## src/rtl/ni_pkg.sv

```systemverilog
// Shared definitions for the Wishbone-to-NoC master bridge: flit layout, port codes,
// FSM states, header field widths and the address-region to mesh-coordinate map.
package ni_pkg;
  localparam int FLIT_W      = 36;
  localparam int FLIT_VALID  = 0;
  localparam int FLIT_VC     = 1;
  localparam int FLIT_HEAD   = 2;
  localparam int FLIT_TAIL   = 3;
  localparam int FLIT_PL_LSB = 4;
  localparam int PAYLOAD_W   = 32;
  localparam int HDR_PORT_W  = 3;
  localparam int HDR_CTRL_W  = 7;  // cyc, stb, we, sel[4]

  localparam logic [2:0] PORT_WEST  = 3'd0;
  localparam logic [2:0] PORT_EAST  = 3'd1;
  localparam logic [2:0] PORT_SOUTH = 3'd2;
  localparam logic [2:0] PORT_NORTH = 3'd3;
  localparam logic [2:0] PORT_LOCAL = 3'd4;

  typedef enum logic [2:0] {
    ST_IDLE,
    ST_HEAD,
    ST_DATA,
    ST_WAIT,
    ST_RESP
  } ni_state_e;

  typedef struct packed {
    logic       mapped;
    logic [7:0] x;
    logic [7:0] y;
  } region_t;

  function automatic region_t region_decode(input logic [3:0] region);
    region_t r;
    r        = '0;
    r.mapped = 1'b1;
    case (region)
      4'd0:    begin r.x = 8'd1; r.y = 8'd1; end
      4'd1:    begin r.x = 8'd2; r.y = 8'd1; end
      4'd2:    begin r.x = 8'd0; r.y = 8'd1; end
      4'd3:    begin r.x = 8'd1; r.y = 8'd0; end
      4'd4:    begin r.x = 8'd1; r.y = 8'd2; end
      default: r.mapped = 1'b0;
    endcase
    return r;
  endfunction

  // XY routing: resolve X first, then Y.
  function automatic logic [2:0] xy_port(input logic [7:0] dx, input logic [7:0] dy,
                                         input logic [7:0] mx, input logic [7:0] my);
    if (dx > mx) return PORT_EAST;
    if (dx < mx) return PORT_WEST;
    if (dy > my) return PORT_NORTH;
    if (dy < my) return PORT_SOUTH;
    return PORT_LOCAL;
  endfunction

  function automatic logic [FLIT_W-1:0] make_flit(input logic [PAYLOAD_W-1:0] pl,
                                                  input logic tail, input logic head,
                                                  input logic vc);
    return {pl, tail, head, vc, 1'b1};
  endfunction
endpackage

```

## src/rtl/ni_credit_counter.sv

```systemverilog
// Saturating per-VC credit counter: take on flit load, give on a credit return pulse.
module ni_credit_counter #(
  parameter  int DEPTH = 3,
  localparam int CW    = $clog2(DEPTH + 1)
) (
  input  logic          clk,
  input  logic          rst,
  input  logic          take,
  input  logic          give,
  output logic [CW-1:0] count
);
  always_ff @(posedge clk or posedge rst) begin
    if (rst) begin
      count <= CW'(DEPTH);
    end else if (take && !give && count != '0) begin
      count <= count - 1'b1;
    end else if (give && !take && count != CW'(DEPTH)) begin
      count <= count + 1'b1;
    end
  end
endmodule

```

## src/rtl/ni_wb_master_bridge.sv

```systemverilog
// Wishbone slave to NoC bridge for a bus master: one outstanding request, per-VC credits.
// Optional reply timeout is enabled by defining NI_RESP_TIMEOUT_EN.
module ni_wb_master_bridge import ni_pkg::*; #(
  parameter  int MY_X         = 0,
  parameter  int MY_Y         = 0,
  parameter  int COORD_W      = 2,
  parameter  int CREDIT_DEPTH = 3,
  parameter  int TIMEOUT_CYC  = 1024,
  localparam int CW           = $clog2(CREDIT_DEPTH + 1)
) (
  input  logic              clk,
  input  logic              rst,
  input  logic              wb_cyc_i,
  input  logic              wb_stb_i,
  input  logic              wb_we_i,
  input  logic [31:0]       wb_adr_i,
  input  logic [31:0]       wb_dat_i,
  input  logic [3:0]        wb_sel_i,
  output logic              wb_ack_o,
  output logic              wb_err_o,
  output logic [31:0]       wb_dat_o,
  output logic [FLIT_W-1:0] channel_out,
  input  logic [FLIT_W-1:0] channel_in,
  input  logic [1:0]        flow_ctrl_in,
  output logic [1:0]        flow_ctrl_out,
  output ni_state_e         dbg_state,
  output logic [CW-1:0]     dbg_credit_vc0,
  output logic [CW-1:0]     dbg_credit_vc1
);
  localparam int ADR_W   = PAYLOAD_W - HDR_PORT_W - 4 * COORD_W - HDR_CTRL_W;
  localparam int DX_LSB  = PAYLOAD_W - HDR_PORT_W - COORD_W;
  localparam int DY_LSB  = DX_LSB - COORD_W;
  localparam int CYC_BIT = ADR_W + 6;

  ni_state_e                state, state_d;
  logic [FLIT_W-1:0]        chan_d;
  logic                     ack_d, err_d, is_we, is_we_d, data_pending, data_pending_d;
  logic                     rx_match, rx_match_d, load_vc0, credit_ok, timeout_hit;
  logic [31:0]              dat_d, wdata, wdata_d;
  logic [CW-1:0]            credit_vc0, credit_vc1;
  logic [PAYLOAD_W-1:0]     header, rx_pl;
  logic                     rx_valid, rx_head, rx_tail, rx_dest_ok, rx_done;
  region_t                  rgn;
  logic                     unused_bits;

  ni_credit_counter #(.DEPTH(CREDIT_DEPTH)) u_credit_vc0 (
    .clk(clk), .rst(rst), .take(load_vc0), .give(flow_ctrl_in[0]), .count(credit_vc0)
  );
  // Requests never travel on VC1; its counter only tracks returns from the router.
  ni_credit_counter #(.DEPTH(CREDIT_DEPTH)) u_credit_vc1 (
    .clk(clk), .rst(rst), .take(1'b0), .give(flow_ctrl_in[1]), .count(credit_vc1)
  );

  assign credit_ok      = credit_vc0 != '0;
  assign rgn            = region_decode(wb_adr_i[31:28]);
  assign header         = {xy_port(rgn.x, rgn.y, 8'(MY_X), 8'(MY_Y)),
                           rgn.x[COORD_W-1:0], rgn.y[COORD_W-1:0],
                           COORD_W'(MY_X), COORD_W'(MY_Y),
                           wb_cyc_i, wb_stb_i, wb_we_i, wb_sel_i, wb_adr_i[ADR_W-1:0]};

  assign rx_valid   = channel_in[FLIT_VALID];
  assign rx_head    = channel_in[FLIT_HEAD];
  assign rx_tail    = channel_in[FLIT_TAIL];
  assign rx_pl      = channel_in[FLIT_W-1:FLIT_PL_LSB];
  assign rx_dest_ok = (rx_pl[DX_LSB +: COORD_W] == COORD_W'(MY_X)) &&
                      (rx_pl[DY_LSB +: COORD_W] == COORD_W'(MY_Y));
  // Body flits inherit the routing verdict of the head that opened their packet.
  assign rx_done    = is_we ? (rx_valid && rx_head && rx_tail && rx_dest_ok && rx_pl[CYC_BIT])
                            : (rx_valid && rx_tail && (rx_head ? rx_dest_ok : rx_match));

`ifdef NI_RESP_TIMEOUT_EN
  localparam int TO_W = $clog2(TIMEOUT_CYC + 1);
  logic [TO_W-1:0] to_cnt;

  always_ff @(posedge clk or posedge rst) begin
    if (rst) to_cnt <= '0;
    else if (state == ST_WAIT && !timeout_hit) to_cnt <= to_cnt + 1'b1;
    else to_cnt <= '0;
  end

  assign timeout_hit = (state == ST_WAIT) && (to_cnt == TO_W'(TIMEOUT_CYC - 1));
  assign unused_bits = ^wb_adr_i[27:ADR_W];
`else
  assign timeout_hit = 1'b0;
  assign unused_bits = ^{wb_adr_i[27:ADR_W], (TIMEOUT_CYC > 0)};
`endif

  always_comb begin
    state_d        = state;
    chan_d         = '0;
    ack_d          = 1'b0;
    err_d          = 1'b0;
    dat_d          = wb_dat_o;
    is_we_d        = is_we;
    wdata_d        = wdata;
    data_pending_d = data_pending;
    rx_match_d     = 1'b0;
    load_vc0       = 1'b0;
    case (state)
      ST_IDLE: begin
        if (wb_cyc_i && wb_stb_i && !wb_ack_o && !wb_err_o) begin
          if (!rgn.mapped) begin
            err_d   = 1'b1;
            state_d = ST_RESP;
          end else if (credit_ok) begin
            chan_d   = make_flit(header, !wb_we_i, 1'b1, 1'b0);
            load_vc0 = 1'b1;
            is_we_d  = wb_we_i;
            wdata_d  = wb_dat_i;
            state_d  = ST_HEAD;
          end
        end
      end
      ST_HEAD: begin
        if (is_we) begin
          state_d = ST_DATA;
          if (credit_ok) begin
            chan_d         = make_flit(wdata, 1'b1, 1'b0, 1'b0);
            load_vc0       = 1'b1;
            data_pending_d = 1'b0;
          end else begin
            data_pending_d = 1'b1;
          end
        end else begin
          state_d = ST_WAIT;
        end
      end
      ST_DATA: begin
        if (data_pending) begin
          if (credit_ok) begin
            chan_d         = make_flit(wdata, 1'b1, 1'b0, 1'b0);
            load_vc0       = 1'b1;
            data_pending_d = 1'b0;
          end
        end else begin
          state_d = ST_WAIT;
        end
      end
      ST_WAIT: begin
        rx_match_d = (rx_valid && rx_head) ? rx_dest_ok : rx_match;
        if (!wb_cyc_i) begin
          state_d = ST_IDLE;
        end else if (rx_done) begin
          ack_d   = 1'b1;
          state_d = ST_RESP;
          if (!is_we) dat_d = rx_pl;
        end else if (timeout_hit) begin
          err_d   = 1'b1;
          state_d = ST_RESP;
        end
      end
      ST_RESP: state_d = ST_IDLE;
      default: state_d = ST_IDLE;
    endcase
  end

  always_ff @(posedge clk or posedge rst) begin
    if (rst) begin
      state         <= ST_IDLE;
      channel_out   <= '0;
      wb_ack_o      <= 1'b0;
      wb_err_o      <= 1'b0;
      wb_dat_o      <= '0;
      flow_ctrl_out <= '0;
      is_we         <= 1'b0;
      wdata         <= '0;
      data_pending  <= 1'b0;
      rx_match      <= 1'b0;
    end else begin
      state         <= state_d;
      channel_out   <= chan_d;
      wb_ack_o      <= ack_d;
      wb_err_o      <= err_d;
      wb_dat_o      <= dat_d;
      flow_ctrl_out <= {rx_valid & channel_in[FLIT_VC], rx_valid & ~channel_in[FLIT_VC]};
      is_we         <= is_we_d;
      wdata         <= wdata_d;
      data_pending  <= data_pending_d;
      rx_match      <= rx_match_d;
    end
  end

  assign dbg_state      = state;
  assign dbg_credit_vc0 = credit_vc0;
  assign dbg_credit_vc1 = credit_vc1;
endmodule

```

## config.mk

```make
export PLATFORM = sky130hd
export DESIGN_NAME = ni_wb_master_bridge
export DESIGN_NICKNAME = d
export VERILOG_FILES = /design/src/rtl/ni_pkg.sv /design/src/rtl/ni_credit_counter.sv /design/src/rtl/ni_wb_master_bridge.sv
export SDC_FILE = /design/constraint.sdc
export NUM_CORES = 1
export LEC_CHECK = 0
export BUFFER_PORTS_ARGS = -buffer_cell sky130_fd_sc_hd__buf_4
export CORE_AREA = 5 5 110 112
export DETAILED_ROUTE_END_ITERATION = 10
export DIE_AREA = 0 0 115 117
export GPL_TIMING_DRIVEN = 0
export PLACE_DENSITY_LB_ADDON = 0.05
export SYNTH_ARGS = -nofsm -noshare
export SYNTH_HDL_FRONTEND = slang
export SYNTH_SLANG_ARGS = --single-unit
```

## constraint.sdc

```tcl
create_clock -name clk -period 3.59 [get_ports clk]
set_input_delay 0.8975 -clock clk [delete_from_list [all_inputs] [get_ports clk]]
set_output_delay 0.8975 -clock clk [all_outputs]
set_load 0.02 [all_outputs]
```

==> results of run 1 <==
worst max-delay path: cells and delay by family:
kind / cells / cell delay [ps]
buffers and inverters: 3 / 570
and+or+nand+nor: 5 / 1030
layout by cell type (no fill, tap or decap), types with 2 or more instances in the layout:
| master | instances |
|---|---|
| buf_4 | 176 |
| nor2b_1 | 3 |
| nor4_1 | 2 |
| o21a_1 | 2 |
| dfstp_2 | 4 |
| mux2_2 | 3 |
| clkbuf_1 | 4 |
| and2_1 | 7 |
| o21bai_1 | 4 |
| dfrtp_1 | 109 |
| clkinvlp_4 | 10 |
| o21ai_0 | 5 |
| a22o_1 | 19 |
| nor2_1 | 13 |
| buf_2 | 10 |
| mux2_4 | 30 |
| buf_12 | 5 |
| nor3_1 | 5 |
| inv_1 | 5 |
| clkinv_2 | 4 |
| nand2b_1 | 2 |
| a21oi_1 | 6 |
| nand2_1 | 116 |
| nand3b_1 | 3 |
| xor2_1 | 2 |
| clkbuf_16 | 17 |
| a32o_1 | 3 |
routing by layer:
layer  vias up  routed length, um  track usage (%)  part of all wire, %
met5         -                  0                0                    0
met4         0                110            5.947                 0.98
met3         7                994            6.427                  8.9
met2       122               5285            26.58                   47
met1      1630               4800            21.80                   43
li1       1669                  -                -                    -
flip-flops by register name (all words and copies together), names as in the netlist, 2 cells and up:
signal and cells:
channel_out 35, flow_ctrl_out 2, u_credit_vc0.count 2, wb_dat_o 32, wdata 32, u_credit_vc1.count 2
dbg_state 3
synth_stat cells (3+ instances only):
library cell / count
dfstp_2: 4
nand3b_1: 3
o21bai_1: 4
a21oi_1: 6
clkbuf_1: 4
buf_12: 3
nand2_1: 116
nor2b_1: 3
o21ai_0: 5
dfrtp_1: 109
nor3_1: 5
a32o_1: 3
and2_1: 7
nor2_1: 13
mux2_4: 30
inv_1: 6
a22o_1: 19
mux2_2: 3
buf_2: 10
area by class of cell:
cell class	instances	area [um^2]	share of cell area (%)
Buffer	20	143.9	2.160
Clock buffer	18	439.2	6.592
Clock inverter	14	117.6	1.765
Inverter	6	26.28	0.3944
Multi-Input combinational cell	241	1578	23.68
Sequential cell	113	2833	42.52
Tap cell	143	178.9	2.685
Timing Repair Buffer	176	1346	20.21
power by group through the flow:
stage	logic [mW]	registers [mW]	clock network [mW]
CTS	1.46	1.92	1.57
global placement	1.43	1.91	0
detailed placement	1.45	1.93	0
global route	1.57	1.97	1.64
finish	1.43	1.91	1.54
floorplan	0.604	2.17	0
stage by stage:
step | cell area, um^2 | util [%]
2_1_floorplan | 4581 | -
3_3_place_gp | 6066 | 54.52
3_5_place_dp | 6106 | 54.88
4_1_cts | 6663 | 59.89
5_1_grt | 6663 | 59.89
6_report | 6663 | 59.89
logic make-up (layout without fill, tap and decap cells):
logic type      Yosys count  count (layout)  synth area share (%)
other cells               1               1               0.08193
fa+ha+maj                 1               1                0.2733
buf+inv                  26             234                 3.636
simple gates            157             157                 14.84
xor+xnor                  3               3                0.5742
flops                   113             113                 61.89
compound gates           46              46                 8.119
mux                      33              33                 10.58
worst max path at each step:
stage,startpoint,endpoint,slack [ps],cells after the start
4_1_cts,wb_cyc_i,wdata[31]$_DFFE_PP0P_,1400,8
2_1_floorplan,channel_in[29],wb_dat_o[0]$_DFFE_PP0P_,1190,4
5_1_grt,wb_cyc_i,wdata[7]$_DFFE_PP0P_,1170,8
3_3_place_gp,rst,wb_dat_o[6]$_DFFE_PP0P_,570,2
6_report,wb_cyc_i,wdata[29]$_DFFE_PP0P_,1380,8
3_5_place_dp,wb_cyc_i,wdata[29]$_DFFE_PP0P_,980,8
==> summary.md, run 1 <==
| Metric | Value |
|---|---|
| P_sw | 1.524 mW |
| Rows | 39 |
| Top-area cell type share of the netlist area | 59.60% |
| Internal Power | 3.363 mW |
| Vias in the first global route | 3481 |
| GRT overflow | 0 |
| Crit path DAT | 2500 ps |
| Max incr delay on CP | 430 ps |
| Routed Antenna Nets | 0 |
| Crit Path Class | input port to flip-flop |
| WP data required | 3880 ps |
| Critical-path cell list | buf_4 > nand4bb_1 > nor3_1 > nand2_1 > buf_2 > buf_1 > nand2_1 > nand2_1 |
| Synthesis warning total | 0 |
| DRT Pass-1 Iters | 4 |
| Syn nets | 492 |
| First-pass GRT wire length | 17.53 mm |
| Fin nets | 687 |
| PortBufs | 174 |
| Lkg Pwr | 3.612 nW |
| Final Wtd Congestion | 0.7620 |
| Post-Route WL | 11.19 mm |
| Cell repeated most along the worst path | nand2_1 |
| Worst Hold Path Cells | 2 |
| CTS Hold Bufs | 0 |
| Hold_ws | 462.6 ps |
| Setup TNS | 0 ps |
| Initial core utilization | 41.14% |
| Die width | 115 um |
| Synth area leader | dfrtp_1 |
| Pre-CTS setup slack | 980.2 ps |
| Peak VDD IR | 351.4 uV |
| Die height | 117 um |
| Core area | 11130 um^2 |
| HP Class | flip-flop to flip-flop |
| CTS root buffer | clkbuf_16 |
| Setup bufs post-CTS | 0 |
| CTS tree | yes |
| Ant diodes | 0 |
| Largest net degree at the start of global routing | 43 |
| Post-Syn Area per Cell | 12.04 um^2 |
| Final hold vios | 0 |
| Crit Reg-Reg Startpoint | dbg_state[1]$_DFFE_PP0P_ |
| Finished Layout Cells | 731 |
| CTS max path bufs | 2 |
| Crit-path slowest cell | nor3_1 |
| Crit-path max FO | 10 |
| Clock share of power | 31.5% |
| Via-to-Cell Ratio | 4.689 |
| CTS Buf Count | 17 |
| Max frequency | 0.4520 GHz |
| Unrepaired setup endpoints after global routing | false |
| Maxcap violations | 0 |
| Comb power frac | 29.3% |
| GRT Resource Usage Total | 16.99% |
| Overall power | 4.886 mW |
| Clock skew | 8.606 ps |
| Dpl cells | 699 |
| Register-to-register setup slack | 1510 ps |
| Cells after Synth | 380 |
| Seq pwr share | 39.1% |
| Share of cells above drive strength 1 | 45.24% |
| Wire per inst | 15.31 um |
| CTS resizes | 0 |
| Post-synth EDFFs | 0 |
| Power Dens Cells | 733.4 nW/um^2 |
| Top post-synthesis cells by area | dfrtp_1 (60%), mux2_4 (9.8%), nand2_1 (9.5%) |
| H-tree levels | 4 |
| Fill cells | 975 |
| Synthesized area | 4577 um^2 |
| Die area | 13460 um^2 |
| Sw Ratio | 31.18% |
| #FFs+latches synth | 113 |
| Worst R2R End | channel_out[21]$_DFF_PP0_ |
| Hpwl dp | 8.235 mm |
| WHS Endpoint | wdata[24]$_DFFE_PP0P_ |
| Final setup fails | 0 |
| Drt drc | 0 |
| Top_reg_cell synth | dfrtp_1 |
| Clk slew on worst S/H paths | 50 ps |
| Num ports | 190 |
| Post-synthesis sequential area ratio | 61.89% |
| Status | finished clean |
| Skew-Pair Late Insertion Delay | 400 ps |
| Reg2Reg Depth | 5 |
| Ys async rst share | 100.0% |
| Area growth syn-to-layout | 45.57% |
| Startpoint types | input port |
| 1st-iter DRT viols | 174 |
| TritonCTS Sinks | 113 |
| Distinct cells, synth | 41 |
| Via count | 3428 |
| Final worst path period need | 2212 ps |
| Hold Path Origin | wdata[24]$_DFFE_PP0P_ |
| Slew @ Worst Pin | 893.4 ps |
| Max-slew headroom | 40.31% |
| Final worst setup slack | 1378 ps |
| Critical path endpoint category | flip-flop |
| Final Max Slew Viols | 0 |
| Crit share post-route | 61.62% |
| Initial antenna violation count | 0 |
(Power assumes the default switching activity.)
==> run 2: changes to the inputs <==
Settings changed: ABC_AREA set to 1, CORE_AREA 5 5 110 112 to 5 5 109 111, DIE_AREA 0 0 115 117 to 0 0 114 116.
Clock period 3.59 ns to 1.9 ns, I/O delays scaled along.
==> run 2 against run 1 <==
Effect of this change: worst setup slack lost 1200 ps; largest cell class unchanged; final area is essentially flat; clock power grew 110%; sequential power grew 75%; first-iteration DRC count grew 36%; wire length grew 7.4%.
==> summary.md, run 2 <==
| Metric | Value |
|---|---|
| Num ports | 190 (unchanged) |
| Top post-synthesis cells by area | dfrtp_1 (61%), nand2_1 (15%), nand3_1 (3.9%) |
| Setup bufs post-CTS | 0 (unchanged) |
| 1st-iter DRT viols | 236 (+36%) |
| Final Wtd Congestion | 0.8052 (+5.7%) |
| Synthesized area | 4503 um^2 (-1.6%) |
| Via count | 3840 (+12%) |
| HP Class | input port to flip-flop |
| Count leader, synth | nand2_1 |
| Lkg Pwr | 3.741 nW (+3.6%) |
| Final worst path period need | 1746 ps |
| Wire per inst | 14.69 um (-4.0%) |
| Vias in the first global route | 3992 (+15%) |
| Distinct cells, synth | 35 (-15%) |
| Post-synthesis sequential area ratio | 62.91% (+1.0 points) |
| Peak VDD IR | 626.0 uV (+78%) |
| WP data required | 2300 ps (-1580 ps) |
| DRT Pass-1 Iters | 4 (unchanged) |
| Core area | 10700 um^2 (-3.8%) |
| Crit path DAT | 2150 ps (-350 ps) |
| Critical path endpoint category | flip-flop |
| Register with the most flip-flops | channel_out |
| Post-synth EDFFs | 0 (unchanged) |
| Hold_ws | 123.2 ps (-339.4 ps) |
| Post-DP Area | 6048 um^2 (-0.94%) |
| Ant diodes | 0 (unchanged) |
| Cells after Synth | 468 (+23%) |
| Crit Path Class | flip-flop to flip-flop |
| Status | finished clean |
| Final Max Slew Viols | 0 (unchanged) |
| Crit share post-route | 91.91% |
| Clk slew on worst S/H paths | 60 ps (about the same) |
| Crit-path max FO | 10 (unchanged) |
| Register-to-register setup slack | 150 ps (-1360 ps) |
| Setup TNS | 0 ps (unchanged) |
| Post-Route WL | 12.02 mm (+7.4%) |
| CTS tree | yes |
| Power Dens Cells | 1304 nW/um^2 (+78%) |
| Synthesis warning total | 0 (unchanged) |
| Synth area leader | dfrtp_1 |
| Unrepaired setup endpoints after global routing | true |
| Biggest regs | channel_out: 35 flops, wb_dat_o: 32 flops, wdata: 32 flops |
| H-tree levels | 4 (unchanged) |
| Largest net degree at the start of global routing | 40 (-7.0%) |
| Area growth syn-to-layout | 48.04% |
| Fin nets | 777 (+13%) |
| CTS max path bufs | 2 (unchanged) |
| Startpoint types | flip-flop |
| Hpwl dp | 8.968 mm (+8.9%) |
| Die area | 13220 um^2 (-1.7%) |
| Post-route cell area | 6666 um^2 (about the same) |
| Initial core utilization | 42.09% (+0.96 points) |
| Maxcap violations | 0 (unchanged) |
| Initial antenna violation count | 0 (unchanged) |
| GRT Resource Usage Total | 18.75% (+1.8 points) |
| First-pass GRT wire length | 19.46 mm (+11%) |
| Routed Antenna Nets | 0 (unchanged) |
| Via-to-Cell Ratio | 4.694 (+0.10%) |
| Skew-Pair Late Insertion Delay | 510 ps (+110 ps) |
| Top-area cell type share of the netlist area | 60.57% (+0.98 points) |
| Final hold vios | 0 (unchanged) |
| Post-Syn Area per Cell | 9.622 um^2 (-20%) |
| Largest register FFs | 35 (unchanged) |
| TritonCTS Sinks | 113 (unchanged) |
| Top_reg_cell synth | dfrtp_1 |
| Drt drc | 0 (unchanged) |
| Share of cells above drive strength 1 | 37.17% (-8.1 points) |
| Ys async rst share | 100.0% (unchanged) |
| PortBufs | 174 (unchanged) |
| Final setup fails | 0 (unchanged) |
| Rows | 38 (-2.6%) |
| CTS root buffer | clkbuf_8 |
| GRT overflow | 0 (unchanged) |
| Die height | 116 um (-0.85%) |
| Most frequent cells in the layout | buf_4 (183), nand2_1 (178), dfrtp_1 (109) |
| Max frequency | 0.5727 GHz |
| Syn nets | 580 (+18%) |
| Commonest non-fill, non-tap cell in the layout | buf_4 |
| #FFs+latches synth | 113 (unchanged) |
| Leading cell types by count after synthesis | nand2_1 (178), dfrtp_1 (109), nand3_1 (35) |
| Clock skew | 8.807 ps (+0.2011 ps) |
| CTS Buf Count | 17 (unchanged) |
| Die width | 114 um (-0.87%) |
==> run 2: worst paths after layout <==
path / from / endpoint / cells past startpoint
worst max-delay path: u_credit_vc0.count[0]$_DFFE_PP1P_ / wdata[30]$_DFFE_PP0P_ / 9
worst min-delay path: channel_in[1] / flow_ctrl_out[0]$_DFF_PP0_ / 2
worst max register to register: u_credit_vc0.count[0]$_DFFE_PP1P_ / wdata[30]$_DFFE_PP0P_ / 9
worst min register to register: wb_dat_o[16]$_DFFE_PP0P_ / wb_dat_o[16]$_DFFE_PP0P_ / 2
max in group asynchronous: rst / u_credit_vc0.count[0]$_DFFE_PP1P_ / 5
min in group asynchronous: rst / rx_match$_DFFE_PP0P_ / 3
==> run 2: stage by stage <==
step / total power [mW] / worst slack, ps / util [%] / instances
3_3_place_gp: 5.438 / -702.0 / 55.98 / 782
2_1_floorplan: 4.605 / 56.83 / - / 468
6_report: 8.695 / 153.7 / 62.32 / 818
3_5_place_dp: 5.520 / 42.09 / 56.54 / 785
4_1_cts: 8.780 / 134.4 / 62.32 / 818
5_1_grt: 9.179 / -19.37 / 62.32 / 818
==> run 2: metal layers <==
layer,share of wire [%],global-route usage [%],vias to the layer above,routed length [um]
li1,-,-,1889,-
met1,41,23.69,1795,4982
met2,48,29.47,136,5788
met3,8.7,7.258,20,1051
met4,1.6,6.888,0,198
met5,0,0,-,0
==> run 2: report_power, final <==
part	total (mW)	internal [mW]	switching [mW]
clock	3.23	2.12	1.11
combinational	2.11	0.894	1.21
sequential	3.35	3.02	0.331
total	8.69	6.04	2.66
==> run 2: logic make-up after synthesis <==
family / Yosys count / share of synthesized area (%)
AO/OA/AOI/OAI: 49 / 7.613
XOR/XNOR: 1 / 0.1945
adder cells (fa/ha/maj): 1 / 0.2778
buffers and inverters: 56 / 6.112
flip-flops: 113 / 62.91
multiplexers: 1 / 0.2501
other: 1 / 0.08328
AND/OR/NAND/NOR: 246 / 22.56
==> run 2: cell type report <==
cell class | instances | area [um^2]
clock buffer | 18 | 417.9
clock inverter | 14 | 190.2
fill | 944 | 4031
tap | 140 | 175.2
buffer | 20 | 140.1
timing repair buffer | 178 | 1376
multi-input combinational | 299 | 1395
inverter | 36 | 138.9
sequential | 113 | 2833
==> run 2: repair_timing <==
action,CTS,global route
endpoints found under the hold margin,17,0
hold buffers,1,0
endpoints found under the setup margin,0,1
resized for setup,0,0
==> run 2: critical path, stage by stage, from the launching register on <==
cell and delay, ps:
dfstp_2 590, inv_2 50, nand2_2 90, inv_1 60, nor2_2 150, nand3_2 140
buf_2 220, buf_2 210, nand2_1 80, nand2_1 50
==> run 3: changes to the inputs <==
Settings changed: ABC_AREA 1 to unset, CORE_AREA 5 5 109 111 to 5 5 110 112, DIE_AREA 0 0 114 116 to 0 0 115 117.
==> run 3 against run 2 <==
Effect of this change: the run now ends with setup timing left; flip-flop and latch count did not move; worst setup slack got worse by 170 ps; critical endpoint is now wb_dat_o[25]$_DFFE_PP0P_; critical path depth fell by 3; final cell count fell by 9.8%.
==> summary.md, run 3 (synthesized netlist as in run 1, its figures left out) <==
| Metric | Value |
|---|---|
| Multi-input gate area | 1660 um^2 (+19%) |
| Dpl cells | 699 (-11%) |
| Comb power frac | 29.7% (+5.5 points) |
| Initial core utilization | 41.14% (-0.96 points) |
| Most frequent cells in the layout | buf_4 (184), nand2_1 (116), dfrtp_1 (108) |
| P_sw | 2.839 mW (+6.7%) |
| Critical path endpoint category | flip-flop |
| Finished Core Util | 61.80% (-0.52 points) |
| Final worst setup slack | -14.09 ps (-167.8 ps) |
| Status | finished with violations |
| Seq. cell area | 2834 um^2 (about the same) |
| Largest register FFs | 35 (unchanged) |
| Internal Power | 6.710 mW (+11%) |
| CTS max path bufs | 2 (unchanged) |
| Finished Layout Cells | 738 (-9.8%) |
| Final hold vios | 0 (unchanged) |
| CTS tree | yes |
| Sw Ratio | 29.73% (-0.86 points) |
| Startpoint types | flip-flop |
| CP bufs+invs | 1 (-3) |
| Via count | 3401 (-11%) |
| Clk slew on worst S/H paths | 50 ps (about the same) |
| Unrepaired setup endpoints after global routing | true |
| Fin nets | 695 (-11%) |
| Max-slew headroom | 47.24% |
| Max incr delay on CP | 440 ps (-150 ps) |
| Max frequency | 0.5224 GHz (-8.8%) |
| DRT Pass-1 Iters | 4 (unchanged) |
| Crit Path Class | flip-flop to flip-flop |
| Power Dens Cells | 1389 nW/um^2 (+6.5%) |
| Die width | 115 um (+0.88%) |
| Vias in the first global route | 3468 (-13%) |
| Wire per inst | 15.37 um (+4.6%) |
| 1st-iter DRT viols | 208 (-12%) |
| H-tree levels | 4 (unchanged) |
| Rows | 39 (+2.6%) |
| Num ports | 190 (unchanged) |
| Maxcap violations | 0 (unchanged) |
| Hpwl dp | 8.247 mm (-8.0%) |
| Crit path DAT | 2200 ps (+50 ps) |
| Register with the most flip-flops | channel_out |
| Clock skew | 7.887 ps (-0.9201 ps) |
| Peak VDD IR | 829.6 uV (+33%) |
| Violated checks | setup timing |
| PortBufs | 174 (unchanged) |
| HP Class | input port to asynchronous set/reset pin |
| Die height | 117 um (+0.86%) |
| Post-Route WL | 11.35 mm (-5.6%) |
| Final setup fails | 19 (+19) |
| Die area | 13460 um^2 (+1.7%) |
| Lkg Pwr | 3.726 nW (-0.38%) |
| Pre-CTS setup slack | -287.1 ps (-329.2 ps) |
| Initial antenna violation count | 0 (unchanged) |
| CTS root buffer | clkbuf_16 |
| TritonCTS Sinks | 113 (unchanged) |
| Core area | 11130 um^2 (+4.0%) |
| Area growth syn-to-layout | 50.22% |
| Fill cells | 923 (-2.2%) |
| CTS Buf Count | 17 (unchanged) |
| Ant diodes | 0 (unchanged) |
| Final Wtd Congestion | 0.7699 (-4.4%) |
| GRT overflow | 0 (unchanged) |
| Drt drc | 0 (unchanged) |
| Critical-path cell list | o21bai_4 > a21oi_4 > nand3_2 > a211o_4 > clkbuf_16 > mux2_4 |
| CP top delay family | compound AO/OA/AOI/OAI gates |
| Routed Antenna Nets | 0 (unchanged) |
| Slew @ Worst Pin | 789.7 ps |
| Biggest regs | channel_out: 35 flops, wb_dat_o: 32 flops, wdata: 32 flops |
| Final worst path period need | 1914 ps (+167.8 ps) |
| Skew-Pair Late Insertion Delay | 410 ps (-100 ps) |
| Crit share post-route | 100.7% (+8.8 points) |
| Seq pwr share | 38.0% (-0.6 points) |
| Clock share of power | 32.3% (-4.9 points) |
| Largest net degree at the start of global routing | 42 (+5.0%) |
| Crit-path max FO | 6 (-4) |
| Commonest non-fill, non-tap cell in the layout | buf_4 |
| Hold_ws | 213.9 ps (+90.73 ps) |
| Crit-path slowest cell | dfrtp_2 |
| First-pass GRT wire length | 17.60 mm (-9.6%) |
| GRT Resource Usage Total | 17.13% (-1.6 points) |
| Final Max Slew Viols | 0 (unchanged) |
| Share of cells above drive strength 1 | 47.23% (+10 points) |
| WP data required | 2180 ps (-120 ps) |
| Via-to-Cell Ratio | 4.608 (-1.8%) |
## run 3: changes by cell type in the layout (fill, tap and decap cells not counted), moves of 7 or more
cell,delta
and2_1,+7
inv_1,-24
mux2_4,+30
nand2_1,-62
nand3_1,-35
o21ai_0,-10
## run 3: power by group through the flow
stage	logic (mW)	registers [mW]	clock network, mW
floorplan	1.14	4.10	0
global placement	2.69	3.63	0
detailed placement	2.74	3.66	0
CTS	2.79	3.63	3.15
global route	3.10	3.74	3.28
finish	2.83	3.63	3.08
## run 3: cell type report
cell class / count / area share (%)
tap: 143 / 2.602
multi-input combinational: 241 / 24.15
sequential: 113 / 41.22
timing repair buffer: 184 / 20.71
clock buffer: 26 / 7.407
clock inverter: 5 / 1.092
buffer: 20 / 2.439
inverter: 6 / 0.3822
## run 3: metrics by stage
step | power, mW | TNS (ps) | instance area (um^2)
2_1_floorplan | 5.238 | -1825 | 4581
3_5_place_dp | 6.402 | -17730 | 6106
4_1_cts | 9.578 | 0 | 6765
5_1_grt | 10.11 | -2265 | 6875
3_3_place_gp | 6.323 | -90860 | 6066
6_report | 9.549 | -105.5 | 6875
## run 3: timing repair
action / CTS / global route
gates resized for setup: 16 / 13
hold buffers: 0 / 0
endpoints found under the setup margin: 95 / 93
pin swaps: 2 / 5
gates cloned: 0 / 1
setup buffers: 1 / 6
## run 3: layer usage
layer / up-vias / GRT usage [%] / wire [um]
met1: 1577 / 21.81 / 4808
li1: 1685 / - / -
met4: 0 / 6.338 / 121
met5: - / 0 / 0
met3: 12 / 8.123 / 1167
met2: 127 / 25.58 / 5248
## run 3: final timing paths
check	slack, ps	startpoint	depth (start not counted)	to
worst max-delay path	-10	is_we$_DFFE_PP0P_	6	wb_dat_o[25]$_DFFE_PP0P_
worst min-delay path	210	rst	2	wb_dat_o[4]$_DFFE_PP0P_
worst max register to register	-10	is_we$_DFFE_PP0P_	6	wb_dat_o[25]$_DFFE_PP0P_
worst min register to register	460	wdata[23]$_DFFE_PP0P_	2	wdata[23]$_DFFE_PP0P_
max in group asynchronous	960	rst	3	u_credit_vc0.count[0]$_DFFE_PP1P_
min in group clk	230	channel_in[1]	2	flow_ctrl_out[0]$_DFF_PP0_
